==> src/rtl/npu_spi_pkg.sv <==
// Shared types and constants for the NPU host-port SPI configuration slave.
// Provides the frame-decoder state enum and the header/command word values.
package npu_spi_pkg;

   typedef enum logic [1:0] {
      HUNT = 2'd0,
      ADDR = 2'd1,
      DATA = 2'd2
   } spi_state_t;

   localparam logic [15:0] SPI_HDR_WORD = 16'hFFFF;
   localparam logic [7:0]  SPI_CMD_WR   = 8'hFF;
   localparam logic [7:0]  SPI_CMD_RD   = 8'h00;

endpackage

==> src/rtl/npu_spi_sync_edge.sv <==
// Synchronizer chain plus registered rise/fall pulse detection for one
// asynchronous input.
// Ports: clk, rst (async active-high), din (async input),
//        sync (synchronized level), rise / fall (one-cycle pulses).
module npu_spi_sync_edge #(
   parameter int   SYNC_STAGES = 2,
   parameter logic RST_VAL     = 1'b0
) (
   input  logic clk,
   input  logic rst,
   input  logic din,
   output logic sync,
   output logic rise,
   output logic fall
);

   logic [SYNC_STAGES-1:0] chain_q, chain_d;
   logic                   prev_q,  prev_d;
   logic                   rise_q,  rise_d;
   logic                   fall_q,  fall_d;

   always_comb begin
      chain_d = {chain_q[SYNC_STAGES-2:0], din};
      prev_d  = chain_q[SYNC_STAGES-1];
      rise_d  = chain_q[SYNC_STAGES-1] & ~prev_q;
      fall_d  = ~chain_q[SYNC_STAGES-1] & prev_q;
   end

   always_ff @(posedge clk or posedge rst) begin
      if (rst) begin
         chain_q <= {SYNC_STAGES{RST_VAL}};
         prev_q  <= RST_VAL;
         rise_q  <= 1'b0;
         fall_q  <= 1'b0;
      end else begin
         chain_q <= chain_d;
         prev_q  <= prev_d;
         rise_q  <= rise_d;
         fall_q  <= fall_d;
      end
   end

   assign sync = chain_q[SYNC_STAGES-1];
   assign rise = rise_q;
   assign fall = fall_q;

endmodule

==> src/rtl/npu_spi_cfg_slave.sv <==
// SPI mode-0 slave and configuration-frame decoder for the NPU host port.
// Oversamples SPI in npu_clk, assembles LSB-first 16-bit words and decodes
// header / address / data frames into register-bus strobes; read data is
// shifted back on spi_miso during the data word.
// Ports: npu_clk, npu_reset (async active-high), spi_sclk/spi_ss/spi_mosi in,
//        spi_miso out, reg_wr_en/reg_rd_en/reg_addr/reg_wdata out,
//        reg_rdata in, frame_err pulse, busy.
// Optional: define NPU_SPI_TIMEOUT_EN to resync a frame stalled with
//           spi_ss high for TIMEOUT_CYC cycles.
module npu_spi_cfg_slave
   import npu_spi_pkg::*;
#(
   parameter int SYNC_STAGES = 2,
   parameter int TIMEOUT_CYC = 1024
) (
   input  logic        npu_clk,
   input  logic        npu_reset,
   input  logic        spi_sclk,
   input  logic        spi_ss,
   input  logic        spi_mosi,
   output logic        spi_miso,
   output logic        reg_wr_en,
   output logic        reg_rd_en,
   output logic [7:0]  reg_addr,
   output logic [15:0] reg_wdata,
   input  logic [15:0] reg_rdata,
   output logic        frame_err,
   output logic        busy
);

   logic sclk_sync, sclk_rise, sclk_fall;
   logic ss_sync, ss_rise, ss_fall;
   logic edges_unused;

   npu_spi_sync_edge #(
      .SYNC_STAGES (SYNC_STAGES),
      .RST_VAL     (1'b0)
   ) u_sclk_sync (
      .clk  (npu_clk),
      .rst  (npu_reset),
      .din  (spi_sclk),
      .sync (sclk_sync),
      .rise (sclk_rise),
      .fall (sclk_fall)
   );

   // Slave select idles high, so its chain resets high to avoid a
   // phantom select edge after reset.
   npu_spi_sync_edge #(
      .SYNC_STAGES (SYNC_STAGES),
      .RST_VAL     (1'b1)
   ) u_ss_sync (
      .clk  (npu_clk),
      .rst  (npu_reset),
      .din  (spi_ss),
      .sync (ss_sync),
      .rise (ss_rise),
      .fall (ss_fall)
   );

   assign edges_unused = sclk_sync ^ ss_rise ^ ss_fall;

   logic [SYNC_STAGES-1:0] mosi_sync_q, mosi_sync_d;

   spi_state_t  state_q,     state_d;
   logic [3:0]  bit_cnt_q,   bit_cnt_d;
   logic [15:0] word_q,      word_d;
   logic        is_wr_q,     is_wr_d;
   logic [7:0]  reg_addr_q,  reg_addr_d;
   logic [15:0] reg_wdata_q, reg_wdata_d;
   logic        reg_wr_en_q, reg_wr_en_d;
   logic        reg_rd_en_q, reg_rd_en_d;
   logic        rd_load_q,   rd_load_d;
   logic        frame_err_q, frame_err_d;
   logic [15:0] tx_q,        tx_d;

   logic        rx_bit;
   logic        word_done;
   logic [15:0] full_word;
   logic        busy_w;
   logic        to_fire;

   assign rx_bit = mosi_sync_q[SYNC_STAGES-1];
   assign busy_w = (state_q != HUNT) || (bit_cnt_q != 4'd0);

`ifdef NPU_SPI_TIMEOUT_EN
   localparam int TO_W = $clog2(TIMEOUT_CYC + 1);
   localparam logic [TO_W-1:0] TO_LAST = TO_W'(TIMEOUT_CYC - 1);

   logic [TO_W-1:0] to_cnt_q, to_cnt_d;
   logic            to_run;

   // Only a stalled frame (select released mid-frame) is timed.
   assign to_run  = ss_sync && busy_w;
   assign to_fire = to_run && (to_cnt_q == TO_LAST);

   always_comb begin
      to_cnt_d = '0;
      if (to_run && !to_fire) begin
         to_cnt_d = to_cnt_q + 1'b1;
      end
   end

   always_ff @(posedge npu_clk or posedge npu_reset) begin
      if (npu_reset) begin
         to_cnt_q <= '0;
      end else begin
         to_cnt_q <= to_cnt_d;
      end
   end
`else
   localparam int timeout_cyc_unused = TIMEOUT_CYC;
   assign to_fire = 1'b0;
`endif

   always_comb begin
      mosi_sync_d = {mosi_sync_q[SYNC_STAGES-2:0], spi_mosi};
      state_d     = state_q;
      bit_cnt_d   = bit_cnt_q;
      word_d      = word_q;
      is_wr_d     = is_wr_q;
      reg_addr_d  = reg_addr_q;
      reg_wdata_d = reg_wdata_q;
      reg_wr_en_d = 1'b0;
      reg_rd_en_d = 1'b0;
      rd_load_d   = reg_rd_en_q;
      frame_err_d = 1'b0;
      tx_d        = tx_q;
      word_done   = 1'b0;
      full_word   = word_q;

      if (sclk_rise && !ss_sync) begin
         full_word[bit_cnt_q] = rx_bit;
         word_d    = full_word;
         bit_cnt_d = bit_cnt_q + 4'd1;
         word_done = (bit_cnt_q == 4'hF);
      end

      // Read data is captured one cycle after the read strobe. Falls
      // only shift once the data word has started (bit_cnt != 0), so
      // the trailing fall of the address word keeps bit 0 on the pin.
      if (rd_load_q) begin
         tx_d = reg_rdata;
      end else if (sclk_fall && !ss_sync && state_q == DATA &&
                   !is_wr_q && bit_cnt_q != 4'd0) begin
         tx_d = {1'b0, tx_q[15:1]};
      end

      if (word_done) begin
         unique case (state_q)
            HUNT: begin
               if (full_word == SPI_HDR_WORD) begin
                  state_d = ADDR;
               end else begin
                  frame_err_d = 1'b1;
                  bit_cnt_d   = 4'd0;
               end
            end
            ADDR: begin
               if (full_word[15:8] == SPI_CMD_WR) begin
                  reg_addr_d = full_word[7:0];
                  is_wr_d    = 1'b1;
                  state_d    = DATA;
               end else if (full_word[15:8] == SPI_CMD_RD) begin
                  reg_addr_d  = full_word[7:0];
                  is_wr_d     = 1'b0;
                  reg_rd_en_d = 1'b1;
                  state_d     = DATA;
               end else begin
                  frame_err_d = 1'b1;
                  tx_d        = '0;
                  state_d     = HUNT;
               end
            end
            DATA: begin
               if (is_wr_q) begin
                  reg_wr_en_d = 1'b1;
                  reg_wdata_d = full_word;
               end
               tx_d    = '0;
               state_d = HUNT;
            end
            default: begin
               state_d = HUNT;
            end
         endcase
      end else if (to_fire) begin
         state_d     = HUNT;
         bit_cnt_d   = 4'd0;
         tx_d        = '0;
         frame_err_d = 1'b1;
      end
   end

   always_ff @(posedge npu_clk or posedge npu_reset) begin
      if (npu_reset) begin
         mosi_sync_q <= '0;
         state_q     <= HUNT;
         bit_cnt_q   <= 4'd0;
         word_q      <= '0;
         is_wr_q     <= 1'b0;
         reg_addr_q  <= '0;
         reg_wdata_q <= '0;
         reg_wr_en_q <= 1'b0;
         reg_rd_en_q <= 1'b0;
         rd_load_q   <= 1'b0;
         frame_err_q <= 1'b0;
         tx_q        <= '0;
      end else begin
         mosi_sync_q <= mosi_sync_d;
         state_q     <= state_d;
         bit_cnt_q   <= bit_cnt_d;
         word_q      <= word_d;
         is_wr_q     <= is_wr_d;
         reg_addr_q  <= reg_addr_d;
         reg_wdata_q <= reg_wdata_d;
         reg_wr_en_q <= reg_wr_en_d;
         reg_rd_en_q <= reg_rd_en_d;
         rd_load_q   <= rd_load_d;
         frame_err_q <= frame_err_d;
         tx_q        <= tx_d;
      end
   end

   assign spi_miso  = tx_q[0];
   assign reg_wr_en = reg_wr_en_q;
   assign reg_rd_en = reg_rd_en_q;
   assign reg_addr  = reg_addr_q;
   assign reg_wdata = reg_wdata_q;
   assign frame_err = frame_err_q;
   assign busy      = busy_w;

endmodule

==> config.mk <==
export PLATFORM = sky130hd
export DESIGN_NAME = npu_spi_cfg_slave
export DESIGN_NICKNAME = d
export VERILOG_FILES = /design/src/rtl/npu_spi_pkg.sv /design/src/rtl/npu_spi_sync_edge.sv /design/src/rtl/npu_spi_cfg_slave.sv
export SDC_FILE = /design/constraint.sdc
export NUM_CORES = 1
export LEC_CHECK = 0
export ABC_AREA = 1
export BUFFER_PORTS_ARGS = -buffer_cell sky130_fd_sc_hd__buf_2
export CAP_MARGIN = 40
export CORE_MARGIN = 5
export CORE_UTILIZATION = 25
export DETAILED_ROUTE_END_ITERATION = 8
export HOLD_SLACK_MARGIN = 0.12
export SYNTH_ARGS = -nofsm -noshare
export SYNTH_HDL_FRONTEND = slang
export SYNTH_SLANG_ARGS = --single-unit
==> constraint.sdc <==
create_clock -name npu_clk -period 2.75 [get_ports npu_clk]
set_clock_uncertainty 0.05 [all_clocks]
set_input_delay 0.275 -clock npu_clk [delete_from_list [all_inputs] [get_ports npu_clk]]
set_output_delay 0.275 -clock npu_clk [all_outputs]
set_load 0.005 [all_outputs]
==> reports/results.txt <==
wire per inst - 12.3 µm
PnR worst setup slack - 419 ps
CP Max Fanout - 16
min-delay src - reg_rdata[3]
Die Wd - 128 µm
GPL Wtd Cong - 0.824
row count - 43
Synth cell types - 26
Num CTS Buffers - 9
clock root buffer - clkbuf_16
Max Root-Sink Buffers - 2
global-route wire length before repair - 13,200 µm
area of the multi-input gates - 0.00130 mm²
Critical Path End Type - register
Slew Limit Fails - 0
Worst Path Arrival - 2540 ps
worst skew pair latency - 340 ps
CTS clk-pin slew, worst paths - 60 ps
drt pass-1 iters - 5
register area share after synthesis - 54.8%
core box area - 0.0138 mm²
max-slew headroom at the worst pin - 42.1%
number of antenna-violating nets in the routed design - 0
non-filler instance count after layout - 638
Iter 0 DRT Violations - 180
storage element area - 0.00190 mm²
Filler cells - 1,474
DRC Markers - 0
placed inst area - 0.00392 mm²
worst ir drop on vdd - 0.312 mV
Max Freq - 429 MHz
vias in the first global route - 2,703
Worst Tran Pin Value - 869 ps
global route overflow - 0
FF+latch count, synth - 76
Critical Path Source - bit_cnt_q[0]$_DFF_PP0_
largest net degree at the start of global routing - 77
warnings from Yosys - 0
CP Launch Type - register
Routed WL - 7870 µm
Mapped Area - 0.00347 mm²
htree depth - 3
Final Setup Violations - 0
Setup TNS - 0 ps
total track usage - 10.1%
Period minus WS final - 2330 ps
die height - 128 µm
DR vias - 2,735
status - finished, final reports clean
DIE AREA - 0.0163 mm²
Placed Cells - 618
# IOs - 50
Avg Inst Size Synth - 8.72 µm²
final hold vios - 0
layout cells sized above 1 - 18.1%
CP Class - reg -> reg
final std cell area, no fill - 0.00431 mm²
initial antenna violation count - 0
IO buf count - 49
unrepaired setup endpoints after global routing - false
Reg-to-Reg Start - bit_cnt_q[0]$_DFF_PP0_
CTS sink cnt - 76
Hold Crit Class - in -> reg
Hold Slack - 178 ps
DR vias/cell - 4.29
required time of the critical path - 2960 ps
ANT cells - 0
Post-Synthesis Net Count - 427
leakage power - 2.20 nW
Pwr per Cell Area - 757 mW/mm²
Nets - 482
hpwl dp - 5490 µm
Max Cap Viol - 0
Area Growth Syn to Fin - 24.1%
final period utilization - 84.8%
CTS tree - built
Initial Utilization - 25.2%
Design Power - 3.26 mW
pre-CTS setup slack - 284 ps
Gate Count Post-Synth - 398
final core utilization - 31.3%
## cells by family (layout without fill, tap and decap cells)
kind of cell,after synthesis,count (layout),synth area share (%)
simple gates,156,156,18.8
compound gates,80,80,12.8
flops,76,76,54.8
buf+inv,68,128,7.86
fa+ha+maj,8,8,2.88
mux,8,8,2.31
xor+xnor,2,2,0.505
## state kept, by name, indices dropped and copies added, names as in the netlist, 2 cells and up
| name | flops |
|---|---|
| reg_addr | 8 |
| word_q | 16 |
| tx_q | 16 |
| state_q | 2 |
| u_sclk_sync.chain_q | 2 |
| mosi_sync_q | 2 |
| reg_wdata | 16 |
| bit_cnt_q | 4 |
| u_ss_sync.chain_q | 2 |
## area by class of cell
class	count	area share, %
Timing Repair Buffer	57	7.61
Tap cell	180	5.23
Clock buffer	10	5.31
Clock inverter	6	2.61
Sequential cell	76	44.2
Inverter	55	4.79
Multi-Input combinational cell	254	30.3
## critical path, cell delays in order (launching register included)
cell	delay, ps
dfrtp_1	430
inv_1	110
ha_1	260
nand3_2	150
clkinv_1	140
nand3_1	90
nand2_1	140
nor2_1	150
nand2_1	90
inv_1	60
nand2_1	60
nand2_2	100
nand2_2	210
a21oi_1	210
## cells in the mapped netlist, drive strengths merged
master / instances / area [µm²]
nand2: 91 / 349
dfrtp: 74 / 1850
inv: 53 / 199
nor2: 40 / 168
o21ai: 39 / 195
a21oi: 24 / 120
nand3: 22 / 120
o21bai: 10 / 75.1
ha: 8 / 100
mux2i: 8 / 80.1
a211oi: 7 / 52.6
clkbuf: 7 / 26.3
buf: 6 / 40.0
clkinv: 2 / 7.51
dfstp: 2 / 52.6
nand4: 2 / 12.5
xor2: 2 / 17.5
nor3: 1 / 5.00
## path summary, 6_finish.rpt
path | end | slack (ps) | cells after the start
max | tx_q[9]$_DFF_PP0_ | 420 | 13
min | tx_q[3]$_DFF_PP0_ | 180 | 3
max reg2reg | tx_q[9]$_DFF_PP0_ | 420 | 13
min reg2reg | u_ss_sync.chain_q[1]$_DFF_PP1_ | 300 | 0
max in group asynchronous | u_ss_sync.chain_q[0]$_DFF_PP1_ | 1770 | 4
min in group asynchronous | tx_q[11]$_DFF_PP0_ | 520 | 4
## power by group
group / internal, mW / switching [mW]
Sequential: 1.24 / 0.0655
Clock: 0.888 / 0.457
Combinational: 0.182 / 0.435
## repair_timing
action	4_1_cts	5_1_grt
setup buffers	0	0
endpoints found under the setup margin	0	2
hold buffers	4	0
gates resized for setup	0	1
hold endpoints to repair	77	0
## placed cells by master (no fill, tap or decap), drive strengths merged
cell and instances:
nor3 1, a21oi 24, ha 8, nand3 22, inv 53, a211oi 7, o21bai 10, dlygate4sd3 4
nand2 91, buf 53, bufinv 3, clkbuf 10, o21ai 39, dfrtp 74, dfstp 2, clkinv 5
nor2 40, xor2 2, mux2i 8, nand4 2
## per-layer routing
metal  GRT usage (%)  share of wire, %
met5               0                 0
met4            3.37               1.5
met3            2.38               4.8
met2            15.7                44
met1            13.9                50
Note: power is estimated with default switching activity, not from simulation.
